`config.mk`:
```
export PLATFORM = sky130hd
export DESIGN_NAME = bcd_seg_display
export DESIGN_NICKNAME = d
export VERILOG_FILES = /design/src/rtl/seg7_pkg.sv /design/src/rtl/seg7_digit_enc.sv /design/src/rtl/bcd_seg_display.sv
export SDC_FILE = /design/constraint.sdc
export NUM_CORES = 1
export LEC_CHECK = 0
export ABC_AREA = 1
export CAP_MARGIN = 20
export CORE_MARGIN = 4
export CORE_UTILIZATION = 55
export CTS_CLUSTER_SIZE = 10
export DETAILED_ROUTE_END_ITERATION = 8
export PLACE_DENSITY = 0.82
export SLEW_MARGIN = 20
export SYNTH_ARGS = -nofsm -noshare
export SYNTH_HDL_FRONTEND = slang
export SYNTH_SLANG_ARGS = --single-unit
```
`constraint.sdc`:
```
create_clock -name clk -period 5.95 [get_ports clk]
set_input_delay 1.19 -clock clk [delete_from_list [all_inputs] [get_ports clk]]
set_output_delay 1.19 -clock clk [all_outputs]
set_load 0.005 [all_outputs]
```
`src/rtl/seg7_pkg.sv`:
```
// rtl/seg7_pkg.sv - shared 7-segment codes, FSM state type and power-of-ten helper
package seg7_pkg;

  // Active-low segments, bit order {g,f,e,d,c,b,a}
  localparam logic [6:0] SEG_BLANK = 7'b1111111;
  localparam logic [6:0] SEG_DASH  = 7'b0111111;

  // Packed so that SEG_DIGIT[n] is the code for decimal n
  localparam logic [9:0][6:0] SEG_DIGIT = {
    7'b0010000, 7'b0000000, 7'b1111000, 7'b0000010, 7'b0010010,
    7'b0011001, 7'b0110000, 7'b0100100, 7'b1111001, 7'b1000000
  };

  typedef enum logic [1:0] {
    IDLE   = 2'd0,
    SHIFT  = 2'd1,
    UPDATE = 2'd2
  } state_t;

  function automatic logic [63:0] pow10(input int n);
    logic [63:0] r;
    r = 64'd1;
    for (int i = 0; i < n; i++) r = r * 64'd10;
    return r;
  endfunction

endpackage

```
`src/rtl/seg7_digit_enc.sv`:
```
// rtl/seg7_digit_enc.sv - one BCD nibble to active-low 7-segment code
module seg7_digit_enc
  import seg7_pkg::*;
(
  input  logic [3:0] bcd,
  input  logic       blank,
  input  logic       dash,
  output logic [6:0] seg
);

  // Dash wins over blank; nibbles 10..15 fall through to dash
  always_comb begin
    seg = SEG_DASH;
    if (dash)             seg = SEG_DASH;
    else if (blank)       seg = SEG_BLANK;
    else if (bcd <= 4'd9) seg = SEG_DIGIT[bcd];
  end

endmodule

```
`src/rtl/bcd_seg_display.sv`:
```
// rtl/bcd_seg_display.sv - sequential binary-to-BCD converter driving DIGITS 7-segment digits
module bcd_seg_display
  import seg7_pkg::*;
#(
  parameter int DIGITS = 4,
  parameter int DATA_W = 14
) (
  input  logic                  clk,
  input  logic                  rst,
  input  logic [DATA_W-1:0]     data,
  input  logic                  start,
  input  logic                  lzb_en,
  input  logic                  blink,
  output logic                  busy,
  output logic                  done,
  output logic                  overflow,
  output logic [7*DIGITS-1:0]   hex_out
);

  localparam int          BCD_W = 4 * DIGITS;
  localparam int          CNT_W = $clog2(DATA_W + 1);
  localparam logic [63:0] LIMIT = pow10(DIGITS) - 64'd1;
  localparam logic [CNT_W-1:0] LAST_BIT = CNT_W'(DATA_W - 1);

  state_t              state, next_state;
  logic [DATA_W-1:0]   sreg;
  logic [BCD_W-1:0]    bcd, bcd_adj;
  logic [CNT_W-1:0]    cnt;
  logic                ovf_q, lzb_q;
  logic [DIGITS-1:0]   blank;
  logic                seen;
  logic [7*DIGITS-1:0] enc_seg, digits;

  always_ff @(posedge clk) begin
    if (rst) state <= IDLE;
    else     state <= next_state;
  end

  always_comb begin
    next_state = state;
    case (state)
      IDLE:    if (start) next_state = SHIFT;
      SHIFT:   if (cnt == LAST_BIT) next_state = UPDATE;
      UPDATE:  next_state = IDLE;
      default: next_state = IDLE;
    endcase
  end

  always_comb begin
    bcd_adj = bcd;
    for (int i = 0; i < DIGITS; i++)
      if (bcd[4*i +: 4] >= 4'd5) bcd_adj[4*i +: 4] = bcd[4*i +: 4] + 4'd3;
  end

  // Blank every digit above the most significant nonzero one; digit 0 always shows
  always_comb begin
    blank = '0;
    seen  = 1'b0;
    for (int i = DIGITS - 1; i >= 1; i--) begin
      if (bcd[4*i +: 4] != 4'd0) seen = 1'b1;
      blank[i] = lzb_q & ~seen;
    end
  end

  for (genvar g = 0; g < DIGITS; g++) begin : g_enc
    seg7_digit_enc u_enc (
      .bcd   (bcd[4*g +: 4]),
      .blank (blank[g]),
      .dash  (ovf_q),
      .seg   (enc_seg[7*g +: 7])
    );
  end

  always_ff @(posedge clk) begin
    if (rst) begin
      sreg     <= '0;
      bcd      <= '0;
      cnt      <= '0;
      ovf_q    <= 1'b0;
      lzb_q    <= 1'b0;
      digits   <= {DIGITS{SEG_DIGIT[0]}};
      overflow <= 1'b0;
      done     <= 1'b0;
    end else begin
      done <= 1'b0;
      case (state)
        IDLE: if (start) begin
          sreg  <= data;
          bcd   <= '0;
          cnt   <= '0;
          ovf_q <= 64'(data) > LIMIT;
          lzb_q <= lzb_en;
        end
        // Carries out of the top nibble are dropped; such values display as dashes
        SHIFT: begin
          {bcd, sreg} <= {bcd_adj[BCD_W-2:0], sreg, 1'b0};
          cnt         <= cnt + CNT_W'(1);
        end
        UPDATE: begin
          digits   <= enc_seg;
          overflow <= ovf_q;
          done     <= 1'b1;
        end
        default: ;
      endcase
    end
  end

  assign busy    = (state != IDLE);
  assign hex_out = blink ? '1 : digits;

endmodule

```
* Word-level counts from Yosys, hierarchy flattened
Memories as Yosys holds them, arrays and structs flattened. A register that Yosys moved wholly into a read port is not among the register bits. Index checks and enable logic that the tools add are counted.
Storage, ports and cells: input bits 19, bits in writable memories 0, ROM bits 448, latch bits 0, register bits after elaboration 68, output and inout bits 31, memories kept 4
Cells by class: bitwise logic cells 6, mux-type cells 41, reductions and logical operators 9, div/mod/pow operators 0, multipliers 0, add/subtract/negate cells 5, equality and inequality tests 5, magnitude comparators 13, shift operators 0
Memory list:
- (name not given) | words 16, bits a word 7, read ports 1, clocked after Yosys merged registers in 1, write ports 0, line seg7_digit_enc.sv:16 | else if (bcd <= 4'd9) seg = SEG_DIGIT[bcd];
- (name not given) | words 16, bits a word 7, read ports 1, clocked after Yosys merged registers in 1, write ports 0, line seg7_digit_enc.sv:16
- (name not given) | words 16, bits a word 7, read ports 1, clocked after Yosys merged registers in 1, write ports 0, line seg7_digit_enc.sv:16
- (name not given) | words 16, bits a word 7, read ports 1, clocked after Yosys merged registers in 1, write ports 0, line seg7_digit_enc.sv:16
Operators with widths (count):
- two-way mux 7 bit | 15
- two-way mux 4 bit | 12
- case mux 16 bit (2 select lines) | 1
- two-way mux 28 bit | 1
- case mux 14 bit (2 select lines) | 1
- < comparator 4 x 5 -> 1 bit (second input constant) | 4
- greater-or-equal comparator 4 x 3 -> 1 bit (second input constant) | 4
- <= comparator 4 bit (second input constant) | 4
- two-way mux 16 bit | 1
- > comparator 14 bit (second input constant) | 1
- two-way mux 14 bit | 1
- adder 4 x 2 -> 4 bit (second input constant) | 3
- nonzero test 4 bit | 3
- case mux 4 bit (2 select lines) | 1
- AND reduction 2 bit | 3
- adder 4 x 1 -> 4 bit (second input constant) | 1
- equality test 4 bit (second input constant) | 1
- two-way mux 1 bit | 4
- two-way mux 2 bit | 2
- inequality test 2 bit (second input constant) | 2
- case mux 2 bit (2 select lines) | 1
- nonzero test 2 bit | 2
- adder 3 x 2 -> 3 bit (second input constant) | 1
- bitwise AND 1 bit | 3
- other kinds (5) | 7

* Depth between registers and ports, before layout
depth in word-level cells 8, mapped depth 14

* Hierarchy
Synthesis repeated with hierarchy kept, for this count alone.
Second synthesis, totals: cells, all modules 606, area total of the unflattened synthesis 4174.0 µm²
Modules (own cells, without submodules):
- bcd_seg_display | area an instance 3246.9 µm², cells an instance 456, instances 1, sequential area each 1361.3 µm²
- seg7_digit_enc (g_enc[0].u_enc ...) | area an instance 230.2 µm², cells an instance 37, instances 3, sequential area each 0.0 µm²
- seg7_digit_enc (g_enc[1].u_enc) | area an instance 236.5 µm², cells an instance 39, instances 1, sequential area each 0.0 µm²

* Worst setup path after synthesis
OpenSTA, ideal clock, no wires.
path kind input-to-output, from input port blink, to output port hex_out[18], slack 3156 ps, cell stages on the path 2, arrival 1604 ps, cells stage by stage clkbuf_1 or2_2
Between the ends: cells in the longest elaborated chain, start to end 1
RTL lines:
- from (decl) | line bcd_seg_display.sv:13 | input logic blink,
- two-way mux 28 bit | line bcd_seg_display.sv:110 | assign hex_out = blink ? '1 : digits;
- to (decl) | line bcd_seg_display.sv:17 | output logic [7*DIGITS-1:0] hex_out
Every way passes these cells.

* Worst setup path after layout
from input port blink, to output port hex_out[12]
Same word-level chain as after synthesis.

==> flow_summary.ini <==
[run_status]
status = complete, no violations

[timing]
fin_crit_ns = 4.15
rsz0062_at_grt = false
fin_tns_setup_ns = 0
fmax_mhz = 241
whs_ns = 0.472
max_slew_margin = 0.410
tightest_slew_ns = 0.881
period_share = 0.697
final-max-slew-violation-count = 0
setup_viol = 0
hold_viol_final = 0
fin_skew_ns = 0.00892

[synthesis]
async_reset_ff_frac = 0
ys_warn_count = 0
synth_top_area_frac = 0.414
synth_nets = 659
ys_types = 36
synth_cells = 608
synth_area_leader_cell = dfxtp_1
syn_area_um2 = 4640
ys.flop_type = dfxtp_1
ys_seq_elements = 96
synth_area_per_cell_um2 = 7.63
synth_edf_count = 0
seq_area_frac_synth = 0.414
synth_area_leaders = dfxtp_1 41%, nand2_1 11%, ha_1 8.6%, inv_1 4.9%, o21ai_0 4.6%

[clock_tree]
clock_tree.root_cell = clkbuf_8
ctsResizeCount = 0
cts.sinks = 96
cts_htree_levels = 3
post_cts_buffers = 0
cts_inserted_buffers = 9
cts_max_path_buffers = 2
cts.clk_slew.worst_paths_ns = 0.08
cts_tree = yes
clkLatencyLatePin_ns = 0.37
cts_hold_buf = 0

[floorplanning]
dieArea_um2 = 9970
start_util = 0.565
row_count = 33
die_h_um = 99.9
io_pins = 50
die_w_um = 99.9
design.core.area_um2 = 8220

[setup_path]
crit_cells = 4
critPathTopFamily = buffers and inverters
worst_ep_required_time_ns = 4.76
worstPathCellList = clkdlybuf4s50_1 -> inv_1 -> nand2_1 -> clkdlybuf4s50_1
reg2reg_depth = 8
worst-path-buf-inv = 3
worstSetupEndpointType = primary output
critPathArrivalTime_ns = 2.96
crit_slowest_cell = clkdlybuf4s50_1
cp_slowest_stage_delay_ns = 0.90
crit_top_cell = clkdlybuf4s50_1
path_max_fanout = 23
cp-start-kind = input port
worst-setup-path-type = input port to primary output

[hold_path]
whs_path_depth = 2
hold_path_class = flop to flop

[power_and_ir_drop]
finalPower_mw = 1.25
power_density_nw_per_um2 = 232
p_leak_nw = 2.40
peakVddDrop_mv = 0.140

[placed_design]
place_hpwl_mm = 7.05
place.gp.congestion = 0.904
io_buffers = 49
place_area_um2 = 5160

[global_routing]
grt_pass1_vias = 3764
groute.usage.overall = 0.205
grt_max_degree = 35
grt_pass1_wl_mm = 16.7
antenna_found_initial = 0
grt_overflow = 0

[detailed_routing]
first_pass_iters = 5
ant_nets = 0
met3WireLength_um = 459
vias_per_cell = 5.30
routed_wl_mm = 9.91
drt_iter0_drc = 129
top_layer_used = met4
wl_met2_mm = 4.95
vias = 4030
met1_length_mm = 4.25
drc = 0
wl_per_cell_um = 13.0

[layout]
n_antenna_cell = 0
fin_area_um2 = 5400
drive_gt1_frac = 0.114
areaGrowthSynthToFinish_pct = 16.3
finalNetCount = 702
finish.utilization = 0.657

[flow_run]
drv_cap = 0
==> report_power, final <==
| group | leakage (nW) | internal [mW] | switching (mW) |
|---|---|---|---|
| combinational | 1.51 | 0.0463 | 0.0608 |
| clock | 0.113 | 0.261 | 0.221 |
| sequential | 0.777 | 0.654 | 0.00768 |
| total | 2.40 | 0.961 | 0.290 |
==> Yosys cell counts, types with 2 or more instances <==
| library cell | number |
|---|---|
| nand3_2 | 3 |
| buf_2 | 6 |
| nand2_1 | 130 |
| nand2_4 | 3 |
| o21ai_0 | 43 |
| nand3_1 | 36 |
| or2_0 | 6 |
| buf_1 | 2 |
| or2_2 | 22 |
| clkbuf_1 | 4 |
| nor2_1 | 41 |
| a31oi_1 | 13 |
| buf_4 | 5 |
| o21ai_1 | 7 |
| o22ai_1 | 3 |
| nor3_1 | 8 |
| xor2_1 | 2 |
| buf_6 | 2 |
| inv_1 | 61 |
| ha_1 | 32 |
| o211ai_1 | 6 |
| nand4_1 | 6 |
| o21ai_2 | 7 |
| dfxtp_1 | 96 |
| nand2_2 | 6 |
| nor2_4 | 3 |
| a21oi_1 | 38 |
| inv_2 | 9 |
==> worst reg2reg max path: stages, from the launching register on <==
cell     delay, ns
dfxtp_1       0.36
inv_2         0.07
nor2_2        0.66
inv_2         0.36
nor2_4        0.29
inv_2         0.19
or2_0         0.24
o21ai_0       0.16
inv_1         0.06
==> layout make-up <==
type,count,area (µm²)
flip-flops and latches,96,1920
well taps,105,131
repair buffers,51,505
clock inverters,4,76.3
inverters,71,269
multi-input cells,422,2340
clock buffers,12,155
fillers,679,2820
==> logic make-up (layout without fill, tap and decap cells) <==
group | Yosys count | count (layout) | synth area share
AOI/OAI and AO/OA | 122 | 122 | 0.149
xor gates and xnor gates | 2 | 2 | 0.00378
adders and majority gates | 32 | 32 | 0.0863
buffers and inverters | 90 | 138 | 0.0822
DFF | 96 | 96 | 0.414
and+or+nand+nor | 266 | 266 | 0.264
==> routing by layer <==
layer | track usage | up-vias
li1 | - | 2068
met1 | 0.233 | 1840
met2 | 0.368 | 93
met3 | 0.0382 | 29
met4 | 0.0987 | 0
met5 | 0 | -
==> metrics by stage <==
| step | instances | setup slack (ns) |
|---|---|---|
| 2_1_floorplan | 608 | 3.16 |
| 3_3_place_gp | 745 | 1.87 |
| 3_5_place_dp | 745 | 1.77 |
| 4_1_cts | 761 | 1.77 |
| 5_1_grt | 761 | 1.63 |
| 6_report | 761 | 1.80 |
==> final timing paths <==
path,start,end,slack [ns]
worst max-delay path,blink,hex_out[12],1.80
worst min-delay path,digits[13],digits[13],0.47
worst max register to register,state[1],digits[10],3.46
worst min register to register,digits[13],digits[13],0.47
==> cell usage in the layout (no fill, tap or decap), drive strengths merged, types with 6 or more instances in the layout <==
cell / Yosys / routed
a21oi: 39 / 39
a31oi: 13 / 13
clkbuf: 4 / 12
clkdlybuf4s50: 0 / 49
dfxtp: 96 / 96
ha: 32 / 32
inv: 71 / 71
nand2: 139 / 139
nand3: 39 / 39
nand4: 6 / 6
nor2: 45 / 45
nor3: 9 / 9
o211ai: 6 / 6
o21ai: 57 / 57
or2: 28 / 28
Note: power is estimated with default switching activity, not from simulation.
